`src/rtl/flow_stage_sequencer.sv`:
```
// Valve sequencer for the seven-row chamber/mixer dilution tree: opens one row's valve
// group per stage for its dwell, then closes all valves for SETTLE_CYCLES. Optional hold: FLOW_SEQ_PAUSE_EN.
module flow_stage_sequencer #(
    parameter int STAGES        = 7,
    parameter int DWELL_W       = 16,
    parameter int SETTLE_CYCLES = 2,
    parameter int DEFAULT_DWELL = 4
) (
    input  logic               clk,
    input  logic               rst,
    input  logic               start,
    input  logic               abort,
    input  logic               hold,
    input  logic               cfg_we,
    input  logic [2:0]         cfg_addr,
    input  logic [DWELL_W-1:0] cfg_data,
    output logic               cfg_rej,
    output logic [STAGES-1:0]  valve_en,
    output logic               pump_en,
    output logic [2:0]         stage_idx,
    output logic               busy,
    output logic               done,
    output logic               aborted
);

    typedef enum logic [1:0] {
        IDLE   = 2'd0,
        OPEN   = 2'd1,
        SETTLE = 2'd2,
        FINISH = 2'd3
    } state_t;

    localparam logic [STAGES-1:0] VALVE_ONE = {{(STAGES-1){1'b0}}, 1'b1};

    state_t             state, state_d;
    logic [DWELL_W-1:0] cnt, cnt_d;
    logic [2:0]         stage_d;
    logic [DWELL_W-1:0] dwell [STAGES];

    logic               first_found, next_found;
    logic [2:0]         first_idx, next_idx;
    logic               hold_req, freeze;
    logic               cfg_ok;
    logic [STAGES-1:0]  valve_d;
    logic               busy_d, done_d, aborted_d, cfg_rej_d;

`ifdef FLOW_SEQ_PAUSE_EN
    assign hold_req = hold;
`else
    logic unused_hold;
    assign unused_hold = hold;
    assign hold_req    = 1'b0;
`endif

    // Handshake: start is a level sampled only in IDLE; abort wins over start and hold;
    // done/aborted/cfg_rej are single-cycle pulses, busy covers OPEN and SETTLE only.
    assign freeze = hold_req && !abort && (state == OPEN || state == SETTLE);
    assign cfg_ok = cfg_we && (state == IDLE) && ({29'b0, cfg_addr} < 32'(STAGES));

    // Zero-dwell stages are skipped by searching for the next nonzero dwell.
    always_comb begin
        first_found = 1'b0;
        first_idx   = '0;
        next_found  = 1'b0;
        next_idx    = '0;
        for (int i = 0; i < STAGES; i++) begin
            if (!first_found && dwell[i] != '0) begin
                first_found = 1'b1;
                first_idx   = 3'(i);
            end
            if (!next_found && i > int'(stage_idx) && dwell[i] != '0) begin
                next_found = 1'b1;
                next_idx   = 3'(i);
            end
        end
    end

    always_comb begin
        state_d   = state;
        cnt_d     = cnt;
        stage_d   = stage_idx;
        aborted_d = 1'b0;
        cfg_rej_d = cfg_we && !cfg_ok;
        case (state)
            IDLE: begin
                if (start && !abort) begin
                    if (first_found) begin
                        state_d = OPEN;
                        stage_d = first_idx;
                        cnt_d   = dwell[first_idx];
                    end else begin
                        state_d = FINISH;
                        stage_d = '0;
                    end
                end
            end
            OPEN: begin
                if (abort) begin
                    state_d   = IDLE;
                    stage_d   = '0;
                    cnt_d     = '0;
                    aborted_d = 1'b1;
                end else if (!freeze) begin
                    if (cnt == DWELL_W'(1)) begin
                        state_d = SETTLE;
                        cnt_d   = DWELL_W'(SETTLE_CYCLES);
                    end else begin
                        cnt_d = cnt - DWELL_W'(1);
                    end
                end
            end
            SETTLE: begin
                if (abort) begin
                    state_d   = IDLE;
                    stage_d   = '0;
                    cnt_d     = '0;
                    aborted_d = 1'b1;
                end else if (!freeze) begin
                    if (cnt == DWELL_W'(1)) begin
                        if (int'(stage_idx) == STAGES - 1 || !next_found) begin
                            state_d = FINISH;
                            cnt_d   = '0;
                        end else begin
                            state_d = OPEN;
                            stage_d = next_idx;
                            cnt_d   = dwell[next_idx];
                        end
                    end else begin
                        cnt_d = cnt - DWELL_W'(1);
                    end
                end
            end
            FINISH: begin
                state_d   = IDLE;
                stage_d   = '0;
                aborted_d = abort;
            end
            default: begin
                state_d = IDLE;
                stage_d = '0;
                cnt_d   = '0;
            end
        endcase

        // Outputs are decoded from the next state so they register on the same edge.
        busy_d  = (state_d == OPEN) || (state_d == SETTLE);
        done_d  = (state_d == FINISH);
        valve_d = (state_d == OPEN && !freeze) ? (VALVE_ONE << stage_d) : '0;
    end

    always_ff @(posedge clk) begin
        if (rst) begin
            state     <= IDLE;
            cnt       <= '0;
            stage_idx <= '0;
            valve_en  <= '0;
            pump_en   <= 1'b0;
            busy      <= 1'b0;
            done      <= 1'b0;
            aborted   <= 1'b0;
            cfg_rej   <= 1'b0;
        end else begin
            state     <= state_d;
            cnt       <= cnt_d;
            stage_idx <= stage_d;
            valve_en  <= valve_d;
            pump_en   <= busy_d;
            busy      <= busy_d;
            done      <= done_d;
            aborted   <= aborted_d;
            cfg_rej   <= cfg_rej_d;
        end
    end

    always_ff @(posedge clk) begin
        if (rst) begin
            for (int i = 0; i < STAGES; i++) begin
                dwell[i] <= DWELL_W'(DEFAULT_DWELL);
            end
        end else if (cfg_ok) begin
            dwell[cfg_addr] <= cfg_data;
        end
    end

endmodule
```
`config.mk`:
```
export PLATFORM = sky130hd
export DESIGN_NAME = flow_stage_sequencer
export DESIGN_NICKNAME = d
export VERILOG_FILES = /design/src/rtl/flow_stage_sequencer.sv
export SDC_FILE = /design/constraint.sdc
export NUM_CORES = 1
export LEC_CHECK = 0
export ABC_CLOCK_PERIOD_IN_PS = 3600
export BUFFER_PORTS_ARGS = -buffer_cell sky130_fd_sc_hd__clkbuf_2
export CORE_MARGIN = 3
export CORE_UTILIZATION = 55
export DETAILED_ROUTE_END_ITERATION = 7
export GPL_TIMING_DRIVEN = 0
export PLACE_DENSITY_LB_ADDON = 0.25
export RECOVER_POWER = 25
export SLEW_MARGIN = 20
export SYNTH_ARGS = -nofsm -noshare
export SYNTH_HDL_FRONTEND = slang
export SYNTH_SLANG_ARGS = --single-unit
```
`constraint.sdc`:
```
create_clock -name clk -period 3.6 [get_ports clk]
set_input_delay 0.36 -clock clk [delete_from_list [all_inputs] [get_ports clk]]
set_output_delay 0.36 -clock clk [all_outputs]
set_load 0.01 [all_outputs]
```
# Word level (Yosys, flattened, before mapping)
# Memory sizes are Yosys's and may differ from the RTL's.
# Index checks and enable logic that the tools add are counted.
# classes
eq_ne	10
bitwise_logic	1
muxes	58
add_sub_neg	1
shifts	1
magnitude_cmp	7
n_reduce_logical	50
# op_table
op	count
16-bit 2-to-1 mux	8
16-bit nonzero test	7
16-bit case mux with 3 select lines	1
3-bit 2-to-1 mux	14
1-bit 2-to-1 mux	22
1-bit logical AND	21
2-bit 2-to-1 mux	10
16-bit by 1-bit equality test with 1-bit output (second input constant)	1
16-bit OR reduction	1
16-bit by 1-bit subtractor with 16-bit output (second input constant)	1
1-bit logical NOT	14
3-bit case mux with 4 select lines	1
3-bit > comparator (first input constant)	3
2-bit equality test (second input constant)	4
2-bit case mux with 4 select lines	1
1-bit by 3-bit << shifter with 7-bit output (first input constant)	1
2-bit by 3-bit > comparator with 1-bit output (first input constant)	2
2-bit by 1-bit equality test with 1-bit output (second input constant)	2
2-bit OR reduction	2
3-bit by 2-bit equality test with 1-bit output (second input constant)	1
1-bit by 3-bit > comparator with 1-bit output (first input constant)	1
3-bit < comparator (second input constant)	1
3-bit AND reduction	1
3-bit nonzero test	1
6 further kinds	7
# word_totals
memories	1
input_bits	25
regBits	32
ramBits	112
# mem_list
memory	depth	word_bits	rd	rd_clocked_by_memory_dff	wr	line	source
dwell	7	16	9	0	7	38	logic [DWELL_W-1:0] dwell [STAGES];

# Logic depth before layout (Yosys ltp)
# Gate-level depths: netlist (run 1).
# An unclocked memory read counts as a cell.
# logic_depth
ltp_word	33
depth_mapped	12
depth_no_buf	10

# Worst setup path after synthesis (run 1)
# No wires, ideal clock.
# synth_timing
path_kind	register to register
start	memory dwell[1][4]
end	register valve_en[4]
path_slack_ns	1.069
stages_incl_launch_ff	11
arrival_ns	2.418
period_less_slack_ns	2.531
setup_ns	0.113
cell_sequence	edfxtp_1 nor4_1 nand4_1 buf_2 and2_0 a311oi_2 o21ai_0 o31a_1 ha_1 or3b_1 nor2_1
# synth_rtl
element	line	source
start, declared	38	
end signal, assigned	166	valve_en <= valve_d;
end, declared	18	output logic [STAGES-1:0] valve_en,

==> summary.md, run 1 <==
| Metric | Value |
|---|---|
| Outcome | finished, final reports clean |
| Count of warnings emitted by yosys | 0 |
| Core area | 15900 um^2 |
| Starting Density | 0.565 |
| Arr. time, crit path | 3.77 ns |
| Post-route total power | 4.45 mW |
| Setup bufs post-CTS | 0 |
| Fraction of registers with async set/reset | 0 |
| Clock skew | 0.0108 ns |
| Placed wire-length estimate | 23000 um |
| # clock sinks | 160 |
| Crit path capture type | flop |
| Critical Path RT | 3.91 ns |
| Synth unique cells | 81 |
| Congestion Overflow GR | 0 |
| Crit-path cells | nor4_1, nand4_1, buf_2, or2_1, nor3_2, buf_2, o2111ai_1, a32oi_1, a31oi_1 |
| Slowest Stage Delay on Critical Path | 0.52 ns |
| Fmax | 0.289 GHz |
| Vias/cell | 6.63 |
| Ys flop type | edfxtp_1 |
| Share of cells above drive strength 1 | 0.127 |
| DRT Wirelength | 31100 um |
| Min Tclk post-route | 3.47 ns |
| DIE HEIGHT | 134 um |
| Cells after synthesis | 911 |
| TritonCTS clock tree | done |
| Max-slew violations | 0 |
| Number of synthesized flops with an enable pin | 112 |
| Syn_area_per_cell | 9.89 um^2 |
| Filler instances | 1336 |
| DRT antenna net count | 0 |
| Clk buf depth | 2 |
| Min-delay worst type | in -> reg |
| # DRC | 0 |
| Leak Pwr | 3.66 nW |
| Placement Rows | 46 |
| Worst-skew pair later-pin latency | 0.44 ns |
| Nets | 1016 |
| Ranking of synthesized cells by area | edfxtp_1 (37%), dfxtp_1 (11%), mux2i_1 (8.2%) |
| Sequential area share after synthesis | 0.480 |
| RSZ-0062 raised after global routing | no |
| Final hold vios | 0 |
| Vias in the first global route | 7453 |
| Die width | 134 um |
| Htree depth | 4 |
| PortBufs | 37 |
| Routed length per instance | 25.7 um |
| Cts hold-fix bufs | 0 |
| Critical path's most frequent cell | buf_2 |
| Pwr Density | 440 nW/um^2 |
| CTS Buf Count | 17 |
| Cells after DPL | 1179 |
| Total track usage | 0.348 |
| Largest net degree at the start of global routing | 18 |
| CP startpoint kind | flop |
| Synth top cells by count | nor2_1 (135), edfxtp_1 (112), nand2_1 (103) |
| Placer Congestion | 1.04 |
| CTS clk-pin slew, worst paths | 0.07 ns |
| First-pass GRT wire length | 45700 um |
| Non-Filler Instances | 1211 |
| # diodes | 0 |
| Cell taking the most area after synthesis | edfxtp_1 |
| Tcrit/Tclk final | 0.963 |
| Most frequent cell after synthesis | nor2_1 |
| Worst Path Class, Setup | reg -> reg |
| Post-Syn Area | 9010 um^2 |
| First-pass DRT Iterations | 6 |
| Initial DRC count | 1197 |
| #FFs+latches synth | 160 |
| Final setup fails | 0 |
| Root Driver | clkbuf_16 |
| Max-Cap Viols | 0 |
| Crit-path max FO | 10 |
| Rel. slew slack | 0.278 |
| Die area | 18000 um^2 |
| Initial antenna violation count | 0 |
| Worst slew pin tran | 1.08 ns |
| Total number of vias | 8025 |
| VDD IR max | 0.327 mV |
| Worst path slowest cell | nor4_1 |
| Top-area cell type share of the netlist area | 0.373 |
| Layout area overhead | 12.3% |
| I/O pin count | 40 |
## critical path, delay by kind of cell, from the launching register on
family | cells | cell delay (ns)
buffers and inverters | 2 | 0.68
AND/OR/NAND/NOR | 4 | 1.54
AO/OA/AOI/OAI | 3 | 0.64
flip-flops | 1 | 0.47
## path summary, 6_finish.rpt
check	from	endpoint	slack, ns	cells past startpoint
worst max-delay path	dwell[1][11]$_SDFFCE_PN0P_	cnt[14]$_SDFFE_PP0P_	0.13	9
worst min-delay path	cfg_data[11]	dwell[6][11]$_SDFFE_PP0P_	0.15	3
worst max register to register	dwell[1][11]$_SDFFCE_PN0P_	cnt[14]$_SDFFE_PP0P_	0.13	9
worst min register to register	cnt[13]$_SDFFE_PP0P_	cnt[13]$_SDFFE_PP0P_	0.52	2
## report_power, final
part           internal, mW  total (mW)  switching (mW)
combinational         0.163       0.485           0.323
sequential             2.05        2.14          0.0900
clock                 0.990        1.83           0.839
## state kept, by name, indices dropped and copies added (netlist names), 2 cells and up
register and flops:
valve_en 7, dwell 128, cnt 16, stage_idx 3, state 2
## area by class of cell
| type | instances | area (um^2) | share of cell area |
|---|---|---|---|
| Multi-Input combinational cell | 696 | 4430 | 0.438 |
| Tap cell | 216 | 270 | 0.0267 |
| Clock buffer | 17 | 425 | 0.0420 |
| Buffer | 45 | 236 | 0.0234 |
| Timing Repair Buffer | 37 | 165 | 0.0163 |
| Sequential cell | 160 | 4320 | 0.427 |
| Inverter | 25 | 93.8 | 0.00927 |
| Clock inverter | 15 | 171 | 0.0169 |
## cells in the final DEF, fill, tap and decap left out, drive strengths merged, types with 33 or more instances in the layout
cell | netlist | layout
o21ai | 44 | 44
nor4 | 35 | 35
inv | 25 | 33
nand2 | 106 | 106
a21oi | 46 | 46
clkbuf | 21 | 76
nor2 | 136 | 136
dfxtp | 48 | 48
edfxtp | 112 | 112
mux2i | 74 | 74
## stage by stage
step           utilization  hold WS, ns  setup TNS, ns  worst slack, ns  cell area (um^2)
5_1_grt              0.635        0.162              0           0.0427             10100
3_3_place_gp         0.597        0.501         -0.628          -0.0415              9530
3_5_place_dp         0.597        0.504        -0.0246         -0.00385              9530
6_report             0.635        0.154              0            0.135             10100
2_1_floorplan            -        0.458              0             1.07              9070
4_1_cts              0.635        0.148              0            0.104             10100
## routing by layer
layer  wire (um)  up-vias  part of all wire  global-route usage
met5           0        -                 0                   0
met4        1530        0             0.049               0.158
met3        4140      107              0.13              0.0896
met2       13100      632              0.42               0.513
met1       12400     3745              0.40               0.484
li1            -     3541                 -                   -
## repair_timing
item,in CTS,in global routing
setup endpoints to repair,16,4
pin swaps,0,0
endpoints found under the hold margin,0,0
gates resized for setup,1,3
## kinds of logic (layout without fill, tap and decap cells)
| group | count (synthesis) | after routing | synth area share |
|---|---|---|---|
| AOI/OAI and AO/OA | 200 | 200 | 0.157 |
| xor gates and xnor gates | 7 | 7 | 0.00680 |
| buffers and inverters | 70 | 139 | 0.0365 |
| and+or+nand+nor | 389 | 389 | 0.224 |
| other | 1 | 16 | 0.000416 |
| muxes | 75 | 75 | 0.0834 |
| DFF | 160 | 160 | 0.480 |
| adders and majority gates | 9 | 9 | 0.0125 |
Power figures use the tool's default switching activity.
==> inputs of run 2 (changes only) <==
--- a/config.mk
+++ b/config.mk
@@ -11,9 +11,8 @@
 export CORE_UTILIZATION = 55
 export DETAILED_ROUTE_END_ITERATION = 7
 export GPL_TIMING_DRIVEN = 0
-export PLACE_DENSITY_LB_ADDON = 0.25
+export PLACE_DENSITY = 0.78
 export RECOVER_POWER = 25
-export SLEW_MARGIN = 20
 export SYNTH_ARGS = -nofsm -noshare
 export SYNTH_HDL_FRONTEND = slang
 export SYNTH_SLANG_ARGS = --single-unit
==> run 2 against run 1 <==
Effect of this change:
- the run now ends with negative setup slack left
- critical endpoint unchanged
- largest cell class unchanged
- hold slack worse by 0.0067 ns
- clock power shrank 2%
- combinational power about the same
- highest routed layer unchanged
- critical path type unchanged
- first-iteration DRC count is 1.8% lower
- non-clock buffer count unchanged
==> summary.md, run 2 (same netlist as run 1, synthesis figures left out) <==
| Metric | Value |
|---|---|
| Outcome | complete, but fails checks |
| Violated checks | negative setup slack |
| Max reg flops | 128 (unchanged) |
| Placed wire-length estimate | 22700 um (-0.99%) |
| Worst Path Class, Setup | reg -> reg |
| Max-slew violations | 0 (unchanged) |
| Min Tclk post-route | 3.63 ns (+0.168 ns) |
| Setup ws final | -0.0327 ns (-0.168 ns) |
| Total track usage | 0.337 (-0.0109) |
| Largest net degree at the start of global routing | 19 (+1) |
| Fmax | 0.275 GHz (-4.6%) |
| Clock power frac | 0.407 (-0.004) |
| # clock sinks | 160 (unchanged) |
| Share of cells above drive strength 1 | 0.124 (-0.00302) |
| Critical Path RT | 3.97 ns (+0.06 ns) |
| CP startpoint kind | flop |
| Final hold vios | 0 (unchanged) |
| # diodes | 0 (unchanged) |
| VDD IR max | 0.348 mV (+6.5%) |
| Rel. slew slack | 0.285 (+0.00702) |
| Vias in the first global route | 7369 (-1.1%) |
| Crit-path max FO | 10 (unchanged) |
| Worst-skew pair later-pin latency | 0.44 ns (about the same) |
| Setup TNS | -0.0352 ns (-0.0352 ns) |
| NetSw | 1.28 mW (+1.9%) |
| Reg with most FFs | dwell |
| First-pass GRT wire length | 44700 um (-2.2%) |
| Clk buf depth | 2 (unchanged) |
| Core area | 15900 um^2 (unchanged) |
| Final setup fails | 2 (+2) |
| # DRC | 0 (unchanged) |
| Sw Share | 0.289 (+0.00794) |
| Layout area overhead | 12.0% |
| Placer Congestion | 1.05 (+0.75%) |
| Most common cell after layout, fill and taps aside | nor2_1 |
| Initial DRC count | 1176 (-1.8%) |
| DRT antenna net count | 0 (unchanged) |
| Leak Pwr | 3.64 nW (-0.46%) |
| Total number of vias | 7994 (-0.39%) |
| Internal Pwr Total | 3.14 mW (-2.0%) |
| Worst hold stages | 3 (unchanged) |
| Die area | 18000 um^2 (unchanged) |
| Congestion Overflow GR | 0 (unchanged) |
| Reg power frac | 0.484 (+0.004) |
| Htree depth | 4 (unchanged) |
| Arr. time, crit path | 4.00 ns (+0.23 ns) |
| Initial antenna violation count | 1 (+1) |
| Vias/cell | 6.60 (-0.39%) |
| Worst R2R Start | dwell[1][3]$_SDFFCE_PN0P_ |
| TritonCTS clock tree | done |
| CTS Buf Count | 17 (unchanged) |
| Pwr Density | 437 nW/um^2 (-0.68%) |
| Flop2flop setup slack | -0.03 ns (-0.17 ns) |
| Clock skew | 0.0112 ns (+0.000373 ns) |
| DIE HEIGHT | 134 um (unchanged) |
| Regs by FF count | dwell (128), cnt (16), valve_en (7) |
| I/O pin count | 40 (unchanged) |
| Crit path capture type | flop |
| Worst slew pin tran | 1.06 ns (-0.0187 ns) |
| Min-Delay Endpoint | dwell[6][8]$_SDFFE_PP0P_ |
| Hold wc startpoint | cfg_data[8] |
| Worst reg2reg path depth | 10 (+1) |
| Comb power frac | 0.109 (about the same) |
| Max-Cap Viols | 0 (unchanged) |
| Placement Rows | 46 (unchanged) |
| Most frequent cells in the layout | nor2_1 (135), edfxtp_1 (112), nand2_1 (103) |
| WHS | 0.148 ns (-0.00671 ns) |
| DRT Wirelength | 30100 um (-3.2%) |
| First-pass DRT Iterations | 6 (unchanged) |
| RR Endpoint | cnt[14]$_SDFFE_PP0P_ |
| RSZ-0062 raised after global routing | no |
| Setup bufs post-CTS | 0 (unchanged) |
| Min-delay worst type | in -> reg |
| Tcrit/Tclk final | 1.01 (+0.0466) |
| Nets | 1016 (unchanged) |
| Root Driver | clkbuf_16 |
| Post-route total power | 4.41 mW (-0.87%) |
| PortBufs | 37 (unchanged) |
| Routed length per instance | 24.9 um (-3.2%) |
| Starting Density | 0.565 (unchanged) |
| Die width | 134 um (unchanged) |
| CTS clk-pin slew, worst paths | 0.07 ns (about the same) |
==> run 2: changes by cell type in the layout (fill, tap and decap cells not counted), sizes merged <==
cell | previous run | this run
clkinvlp | 2 | 4
buf | 23 | 24
bufinv | 1 | 0
clkbuf | 76 | 75
clkinv | 4 | 3
==> run 2: what timing repair did <==
action                                  CTS  global route
hold buffers                              0             0
gates resized for setup                   0             2
endpoints found under the setup margin    0            18
==> run 2: final cells by class <==
type / count / area [um^2]
fill: 1322 / 5840
multi-input combinational: 696 / 4420
sequential: 160 / 4320
clock buffer: 17 / 425
tap: 216 / 270
buffer: 45 / 235
timing repair buffer: 37 / 165
clock inverter: 15 / 161
inverter: 25 / 93.8
==> run 2: routing by layer <==
layer / vias to the layer above / wire, um / track usage
li1: 3530 / - / -
met1: 3738 / 11700 / 0.474
met2: 621 / 13100 / 0.506
met3: 105 / 4020 / 0.0746
met4: 0 / 1280 / 0.143
met5: - / 0 / 0
==> run 2: worst max-delay path by stage <==
stage | end | slack, ns | start
finish | cnt[14]$_SDFFE_PP0P_ | -0.03 | dwell[1][3]$_SDFFCE_PN0P_
global route | cnt[5]$_SDFFE_PP0P_ | 0.01 | dwell[1][4]$_SDFFCE_PN0P_
CTS | dwell[4][1]$_SDFFCE_PN0P_ | 0.05 | state[1]$_SDFF_PP0_
detailed placement | dwell[4][12]$_SDFFCE_PN0P_ | 0.06 | state[1]$_SDFF_PP0_
global placement | dwell[4][13]$_SDFFCE_PN0P_ | 0.08 | state[1]$_SDFF_PP0_
floorplan | valve_en[4]$_SDFF_PP0_ | 1.07 | dwell[1][4]$_SDFFCE_PN0P_
==> run 2: worst max-delay path, cell delays in order, from the launching register on <==
cell	delay [ns]
edfxtp_1	0.48
nor4_1	0.56
nand4_1	0.31
buf_2	0.28
a211o_1	0.33
nand2_2	0.25
buf_1	0.64
nand2_1	0.12
o2111ai_1	0.23
a32oi_1	0.19
a31oi_1	0.18
==> run 2: stage by stage <==
stage / utilization / worst slack [ns] / cells / area (um^2)
after floorplan: - / 1.07 / 926 / 9070
after global placement: 0.597 / 0.0812 / 1179 / 9530
after detailed placement: 0.597 / 0.0581 / 1179 / 9530
after CTS: 0.634 / 0.0534 / 1211 / 10100
after global routing: 0.633 / 0.0126 / 1211 / 10100
final: 0.633 / -0.0327 / 1211 / 10100
==> run 2: power by group through the flow <==
stage               Sequential (mW)  Combinational, mW  Clock (mW)
finish                         2.13              0.482        1.79
global route                   2.14              0.516        1.88
CTS                            2.13              0.469        1.79
detailed placement             2.17              0.465           0
global placement               2.17              0.461           0
floorplan                      2.13              0.324           0
